==> src/rtl/store_write_buffer.sv <==
// Posted-store write buffer between execute and the data bus.
// Define WRITEBUFFER_FWD_EN for store-to-load forwarding and load bypass.
module store_write_buffer #(
    parameter int DEPTH = 4,
    parameter int AW    = 32,
    parameter int DW    = 32
) (
    input  logic            clk,
    input  logic            rst,
    input  logic            cpu_valid,
    input  logic            cpu_fence,
    input  logic [AW-1:0]   cpu_addr,
    input  logic [DW-1:0]   cpu_wdata,
    input  logic [DW/8-1:0] cpu_wstrb,
    output logic [DW-1:0]   cpu_rdata,
    output logic            cpu_ready,
    output logic            mem_valid,
    output logic [AW-1:0]   mem_addr,
    output logic [DW-1:0]   mem_wdata,
    output logic [DW/8-1:0] mem_wstrb,
    input  logic [DW-1:0]   mem_rdata,
    input  logic            mem_ready,
    output logic            wb_empty
);
    localparam int PW = $clog2(DEPTH);
    localparam int CW = PW + 1;
    localparam int SW = DW / 8;

    typedef enum logic [1:0] {IDLE, DRAIN, LOAD} state_t;

    state_t          state;
    logic [AW-1:0]   q_addr [DEPTH];
    logic [DW-1:0]   q_data [DEPTH];
    logic [SW-1:0]   q_strb [DEPTH];
    logic [PW-1:0]   wr_ptr;
    logic [PW-1:0]   rd_ptr;
    logic [CW-1:0]   count;
    logic [DW-1:0]   rdata_q;

    logic is_store, is_load, is_fence;
    logic full, empty, push, pop, load_done;
    logic fwd_hit, fwd_byp;
    logic [DW-1:0] fwd_data;

    assign is_store  = cpu_valid & ~cpu_fence & (|cpu_wstrb);
    assign is_load   = cpu_valid & ~cpu_fence & ~(|cpu_wstrb);
    assign is_fence  = cpu_valid & cpu_fence;
    assign full      = (count == CW'(DEPTH));
    assign empty     = (count == '0);
    assign push      = is_store & ~full;
    assign pop       = (state == DRAIN) & mem_ready;
    assign load_done = (state == LOAD) & mem_ready;

`ifdef WRITEBUFFER_FWD_EN
    logic          fwd_match;
    logic          fwd_full;
    logic [PW-1:0] fwd_idx;

    // Scan oldest to youngest so the youngest matching entry wins.
    always_comb begin
        fwd_match = 1'b0;
        fwd_full  = 1'b0;
        fwd_data  = '0;
        fwd_idx   = '0;
        for (int k = 0; k < DEPTH; k++) begin
            fwd_idx = rd_ptr + PW'(k);
            if (CW'(k) < count &&
                q_addr[fwd_idx][AW-1:2] == cpu_addr[AW-1:2]) begin
                fwd_match = 1'b1;
                fwd_full  = &q_strb[fwd_idx];
                fwd_data  = q_data[fwd_idx];
            end
        end
    end

    assign fwd_hit = is_load & ~empty & fwd_match & fwd_full
                   & (state != LOAD);
    assign fwd_byp = is_load & ~empty & ~fwd_match;
`else
    assign fwd_hit  = 1'b0;
    assign fwd_byp  = 1'b0;
    assign fwd_data = '0;
`endif

    assign cpu_ready = rst & (push | load_done | fwd_hit
                     | (is_fence & empty & (state == IDLE)));
    assign cpu_rdata = load_done ? mem_rdata
                     : fwd_hit   ? fwd_data
                     : rdata_q;
    assign wb_empty  = empty & (state == IDLE);

    always_ff @(posedge clk) begin
        if (push) begin
            q_addr[wr_ptr] <= cpu_addr;
            q_data[wr_ptr] <= cpu_wdata;
            q_strb[wr_ptr] <= cpu_wstrb;
        end
    end

    always_ff @(posedge clk or negedge rst) begin
        if (!rst) begin
            state     <= IDLE;
            wr_ptr    <= '0;
            rd_ptr    <= '0;
            count     <= '0;
            rdata_q   <= '0;
            mem_valid <= 1'b0;
            mem_addr  <= '0;
            mem_wdata <= '0;
            mem_wstrb <= '0;
        end else begin
            unique case (state)
                IDLE: begin
                    if (fwd_byp || (empty && is_load)) begin
                        state     <= LOAD;
                        mem_valid <= 1'b1;
                        mem_addr  <= cpu_addr;
                        mem_wdata <= '0;
                        mem_wstrb <= '0;
                    end else if (!empty) begin
                        state     <= DRAIN;
                        mem_valid <= 1'b1;
                        mem_addr  <= q_addr[rd_ptr];
                        mem_wdata <= q_data[rd_ptr];
                        mem_wstrb <= q_strb[rd_ptr];
                    end
                end
                DRAIN: begin
                    if (mem_ready) begin
                        state     <= IDLE;
                        mem_valid <= 1'b0;
                    end
                end
                LOAD: begin
                    if (mem_ready) begin
                        state     <= IDLE;
                        mem_valid <= 1'b0;
                        rdata_q   <= mem_rdata;
                    end
                end
                default: state <= IDLE;
            endcase
            if (push)
                wr_ptr <= wr_ptr + PW'(1);
            if (pop)
                rd_ptr <= rd_ptr + PW'(1);
            count <= count + CW'(push) - CW'(pop);
        end
    end
endmodule

==> config.mk <==
export PLATFORM = sky130hd
export DESIGN_NAME = store_write_buffer
export DESIGN_NICKNAME = d
export VERILOG_FILES = /design/src/rtl/store_write_buffer.sv
export SDC_FILE = /design/constraint.sdc
export NUM_CORES = 1
export LEC_CHECK = 0
export BUFFER_PORTS_ARGS = -buffer_cell sky130_fd_sc_hd__buf_2
export CAP_MARGIN = 20
export CORE_UTILIZATION = 57
export DETAILED_ROUTE_END_ITERATION = 16
export PLACE_DENSITY = 0.79
export SLEW_MARGIN = 20
export SYNTH_ARGS = -nofsm -noshare
export SYNTH_HDL_FRONTEND = slang
export SYNTH_SLANG_ARGS = --single-unit
==> constraint.sdc <==
create_clock -name clk -period 3.7 [get_ports clk]
set_input_delay 0.37 -clock clk [delete_from_list [all_inputs] [get_ports clk]]
set_output_delay 0.37 -clock clk [all_outputs]
set_load 0.03 [all_outputs]
Word-level counts from Yosys, hierarchy flattened
Memories as Yosys holds them, arrays and structs flattened.
Cells that the tools add are included.
W data, S select, Z words.
- memories kept: 3
- bits in registers: 110
- bits in latches: 0
- bits in read-only memories: 0
- output and inout port bits: 103
- bits of input ports: 105
- word-level logic and storage cells: 65
- bits in writable memories: 272
- memory list (memory ; depth ; bits a word ; read ports ; clocked after memory_dff ; write ports ; RTL line ; text):
    q_addr ; 4 ; 32 ; 1 ; 0 ; 1 ; 32 ; logic [AW-1:0] q_addr [DEPTH];
    q_data ; 4 ; 32 ; 1 ; 0 ; 1 ; 33 ; logic [DW-1:0] q_data [DEPTH];
    q_strb ; 4 ; 4 ; 1 ; 0 ; 1 ; 34 ; logic [SW-1:0] q_strb [DEPTH];
- bitwise gates (word level): 16
- order comparisons: 0
- divide/modulo/power cells: 0
- multipliers: 0
- equal/unequal tests: 6
- reductions and logical operators: 10
- mux-type cells: 17
- shift operators: 0
- add/sub/neg operators: 4
- operators with widths (cell ; number):
    $mux W32 ; 5
    $and A1 B1 Y1 ; 11
    $mux W4 ; 2
    $mux W2 ; 3
    $reduce_and A2 Y1 ; 3
    $mux W1 ; 5
    $add A2 B1 Y2 const B ; 2
    $ne A2 B1 Y1 const B ; 2
    $pmux W2 S2 ; 1
    $reduce_or A4 Y1 ; 1
    $add A3 B1 Y3 ; 1
    $eq A3 B3 Y1 const B ; 1
    $logic_not A3 Y1 ; 1
    $ne A3 B2 Y1 const B ; 1
    $not A1 Y1 ; 3
    $reduce_and A3 Y1 ; 1
    $sub A3 B1 Y3 ; 1
    $eq A2 B1 Y1 const B ; 1
    $eq A2 B2 Y1 const B ; 1
    $logic_not A2 Y1 ; 1
    $or A1 B1 Y1 ; 2
    $pmux W1 S2 ; 1
    $reduce_bool A2 Y1 ; 1
    $reduce_or A2 Y1 ; 1
    $logic_and A1 B1 Y1 ; 1

Longest topological paths before layout
- word-level depth: 7
- gate-level depth with buffers: 10
- depth with buffers taken out: 10

Least setup slack after synthesis
OpenSTA, ideal clock, no wires.
- path type: reg2reg
- from: register count[1]
- to: memory q_addr[0][0] (enable)
- buffers on the path: 0
- clock period less this slack: 3.206 ns
- cell stages (with the launch flop): 4
- required time: 3.267 ns
- arrival: 2.773 ns
- slack: 0.494 ns
- setup time: 0.433 ns
- path through: dfrtp_1 -> nor2_1 -> a211oi_1 -> and2_1
- cells in the longest elaborated chain, start to end: 5
- ends and longest elaborated chain (what ; RTL line ; text):
    from (decl) ; 37 ; logic [CW-1:0] count;
    from (signal assigned) ; 147 ; count <= count + CW'(push) - CW'(pop);
    $eq A3 B3 Y1 ; 48 ; assign full = (count == CW'(DEPTH));
    $not A1 Y1 ; 50 ; assign push = is_store & ~full;
    $and A1 B1 Y1 ; 50 ;
    $mux W1 ; 93 ; if (push) begin
    $mux W1 (not written as such) ; 94 ; q_addr[wr_ptr] <= cpu_addr;
    to (decl) ; 32 ;
No other way between the ends.

Final worst setup path
- from: register state[0]
- to: output port cpu_ready
- cells in the longest elaborated chain, start to end: 5
- elaborated cells on any way between the ends: 7
- those cells by class: eq/ne (1); bitwise (5); reduce/logical (1)
- ends and longest elaborated chain (what ; RTL line ; text):
    from (decl) ; 31 ; state_t state;
    from (signal assigned) ; 102 ; state <= IDLE;
    from (signal assigned) ; 115 ; state <= LOAD;
    from (signal assigned) ; 121 ; state <= DRAIN;
    $eq A2 B2 Y1 ; 52 ; assign load_done = (state == LOAD) & mem_ready;
    $and A1 B1 Y1 ; 52 ;
    $or A1 B1 Y1 ; 85 ; assign cpu_ready = rst & (push | load_done | fwd_hit
    $or A1 B1 Y1 * ; 86 ; | (is_fence & empty & (state == IDLE)));
    $and A1 B1 Y1 * ; 85 ;
    to (decl) ; 16 ; output logic cpu_ready,
Mark *: on every way between the ends. The rest lies on a longest branch, timed or not.

==> metrics.txt <==
leakage dissipation=6.76 nW; simple-gate share of the synthesized area=3.06%; CP Data Required Time=3.33 ns; fin crit share=73.6%; fillers=1604; Area Overhead vs Synth=18.2%; WP buf/inv=3; Via-to-Cell Ratio=5.71; NetSw=0.00450 W; Worst Reg-to-Reg Cells=5; Sequential Area=10900 sq um; instance count on the critical path=7; commonest non-fill, non-tap cell in the layout=edfxtp_1; Slew @ Worst Pin=1.08 ns; highest-count cells in the layout ignoring fill and taps=edfxtp_1, buf_2, dfrtp_1; CP delay by family, top=buffers and inverters; pre-CTS setup slack=1.22 ns; H-tree depth=2; Finished Cell Area=17200 sq um; Worst-Skew Late Latency=0.52 ns; R2R Path End=mem_addr[11]$_DFFE_PN0P_; Row Count=58; vias in the first global route=8072; total wire length=28500 um; RSZ-0062 raised after global routing=false; post-synth top area share=56.3%; Critical Path Start=state[0]$_DFFE_PN0P_; internal power=0.00939 W; Clock Sinks=382; power share of the combinational group=30.1%; largest cells by area after synthesis=edfxtp_1, dfrtp_1, mux4_2; Multi-input gate area=3230 sq um; Core ar.=25000 sq um; CTS tree=done; ys async rst share=28.8%; die width=162 um; residual antenna-violating net count after detailed routing=0; register share of total power=43.1%; complex-gate fraction of the synthesized area=4.70%; global-route wire length before repair=44200 um; EDFF count, synth=272; Clock Skew=0.0131 ns; mux cell area share after synthesis=13.0%; clock tree buffer depth=3; largest net degree at the start of global routing=70; post-synthesis sequential area ratio=75.3%; Post-CTS Hold Buffers=1; share of cells above drive strength 1=38.5%; Mapped Avg Cell Area=19.5 sq um; total track usage=22.6%; Final Max Tran Viols=0; synthesized area=14500 sq um; Primary FF master, synth=edfxtp_1; synthesized net count=860; Yosys top cell by area=edfxtp_1; post-DP HPWL=16800 um; area post-placement=15900 sq um; drt drc=0; Seq cells post-synth=382; fin cells=1329; root buffer cell=clkbuf_16; CP startpoint kind=flip-flop; largest family of logic cells by synthesized area=multiplexers; Max Freq=0.367 GHz; worst path cell trace=inv_1, ha_1, buf_4, and2_1, a31oi_1, a21boi_0, buf_2; Post-Synthesis Cells=744; R2R Setup Slk=1.24 ns; Post-Synth Adder-Cell Area=1.00%; Worst setup EP type=primary output; chip height=162 um; Num CTS Buffers=39; critical path class=reg -> out; Final TNS setup=0 ns; Final min period=2.72 ns; Ys Warns=0; pwr/cell area=810 nW/um^2; Final setup viols=0; RR Startpoint=count[1]$_DFF_PN0_; number of gates given a new drive strength after cts=0; Worst EP arrival=2.35 ns; die area=26100 sq um; CP peak stage delay=0.40 ns; clock network power share=26.8%; Worst Setup EP=cpu_ready; CTS clk-pin slew, worst paths=0.06 ns; via count=7594; setup ws final=0.978 ns; switching share of power=32.4%; Avg WL per Cell=21.5 um; grt total ovfl=0; DRT Pass-1 Iters=5; min-delay worst type=in -> reg; Critical-path top delay cell=dfrtp_1; Rel. slew slack=27.5%; # Post-CTS Setup Buffers=0; CP Max Fanout=36; number of max-cap violations=0; Final Hold Viols=0; input/output buffers=207; I/O pin count=208; placed insts=1255; Placer Congestion=0.725; Starting Density=57.9%; worst vdd rail ir drop=0.495 mV; Unique masters post-synth=36; outcome=completed; initial antenna violation count=2; xor/xnor share of the synthesized area=0.302%; Layout Nets=1083; Layout Utilization=68.5%; iteration-0 DRC count of the detailed router=624
[stage by stage]
stage	total power [W]	hold WS [ns]
floorplan	0.00910	0.0744
global placement	0.0102	0.360
detailed placement	0.0103	0.368
CTS	0.0140	0.0413
global route	0.0146	0.0449
finish	0.0139	0.0566
[worst min-delay path by stage]
stage	slack, ns	from	endpoint	depth (start not counted)
floorplan	0.07	rst	count[0]$_DFF_PN0_	0
global placement	0.36	rst	mem_addr[31]$_DFFE_PN0P_	1
detailed placement	0.37	rst	mem_addr[30]$_DFFE_PN0P_	1
CTS	0.04	cpu_wdata[7]	q_data[0][7]$_DFFE_PP_	1
global route	0.04	cpu_wdata[7]	q_data[3][7]$_DFFE_PP_	1
finish	0.06	cpu_wdata[7]	q_data[0][7]$_DFFE_PP_	1
[cell usage after synthesis, drive strengths merged, types with 2 or more instances]
| cell type | number |
|---|---|
| xnor2 | 4 |
| nand2b | 2 |
| and2 | 7 |
| clkbuf | 21 |
| a211oi | 2 |
| inv | 41 |
| edfxtp | 272 |
| nor2b | 33 |
| dfrtp | 110 |
| mux4 | 68 |
| mux2 | 32 |
| nor2 | 35 |
| nand2 | 4 |
| ha | 10 |
| a22o | 36 |
| buf | 21 |
| a221oi | 32 |
[logic make-up after synthesis]
logic type | after synthesis
XOR/XNOR | 5
flip-flops | 382
buffers and inverters | 83
AND/OR/NAND/NOR | 84
AO/OA/AOI/OAI | 79
multiplexers | 100
adder cells (fa/ha/maj) | 11
[registers in the layout, indices dropped and copies added, names as in the netlist, 2 cells and up]
signal     count
q_addr       128
q_data       128
mem_addr      32
mem_wdata     32
rdata_q       32
q_strb        16
mem_wstrb      4
count          3
rd_ptr         2
state          2
wr_ptr         2
[cell type report]
type / count / area share [%]
Sequential cell: 382 / 63.7
Multi-Input combinational cell: 279 / 18.8
Timing Repair Buffer: 224 / 7.03
Clock buffer: 58 / 6.47
Tap cell: 330 / 2.41
Inverter: 41 / 0.897
Clock inverter: 13 / 0.635
Antenna cell: 2 / 0.0292
[power groups by stage]
stage	registers (W)	clock network (W)	logic, W
after floorplan	0.00649	0	0.00261
after global placement	0.00606	0	0.00414
after detailed placement	0.00608	0	0.00423
after CTS	0.00601	0.00379	0.00423
after global routing	0.00610	0.00396	0.00450
final	0.00600	0.00372	0.00418
[per-layer routing]
metal / wire (um) / vias to the layer above / track usage [%]
met5: 0 / - / 0
met4: 512 / 0 / 7.72
met3: 2060 / 40 / 5.16
met2: 14200 / 277 / 37.4
met1: 11700 / 3907 / 29.8
li1: - / 3370 / -
No activity file was read; power rests on OpenSTA's default activity.
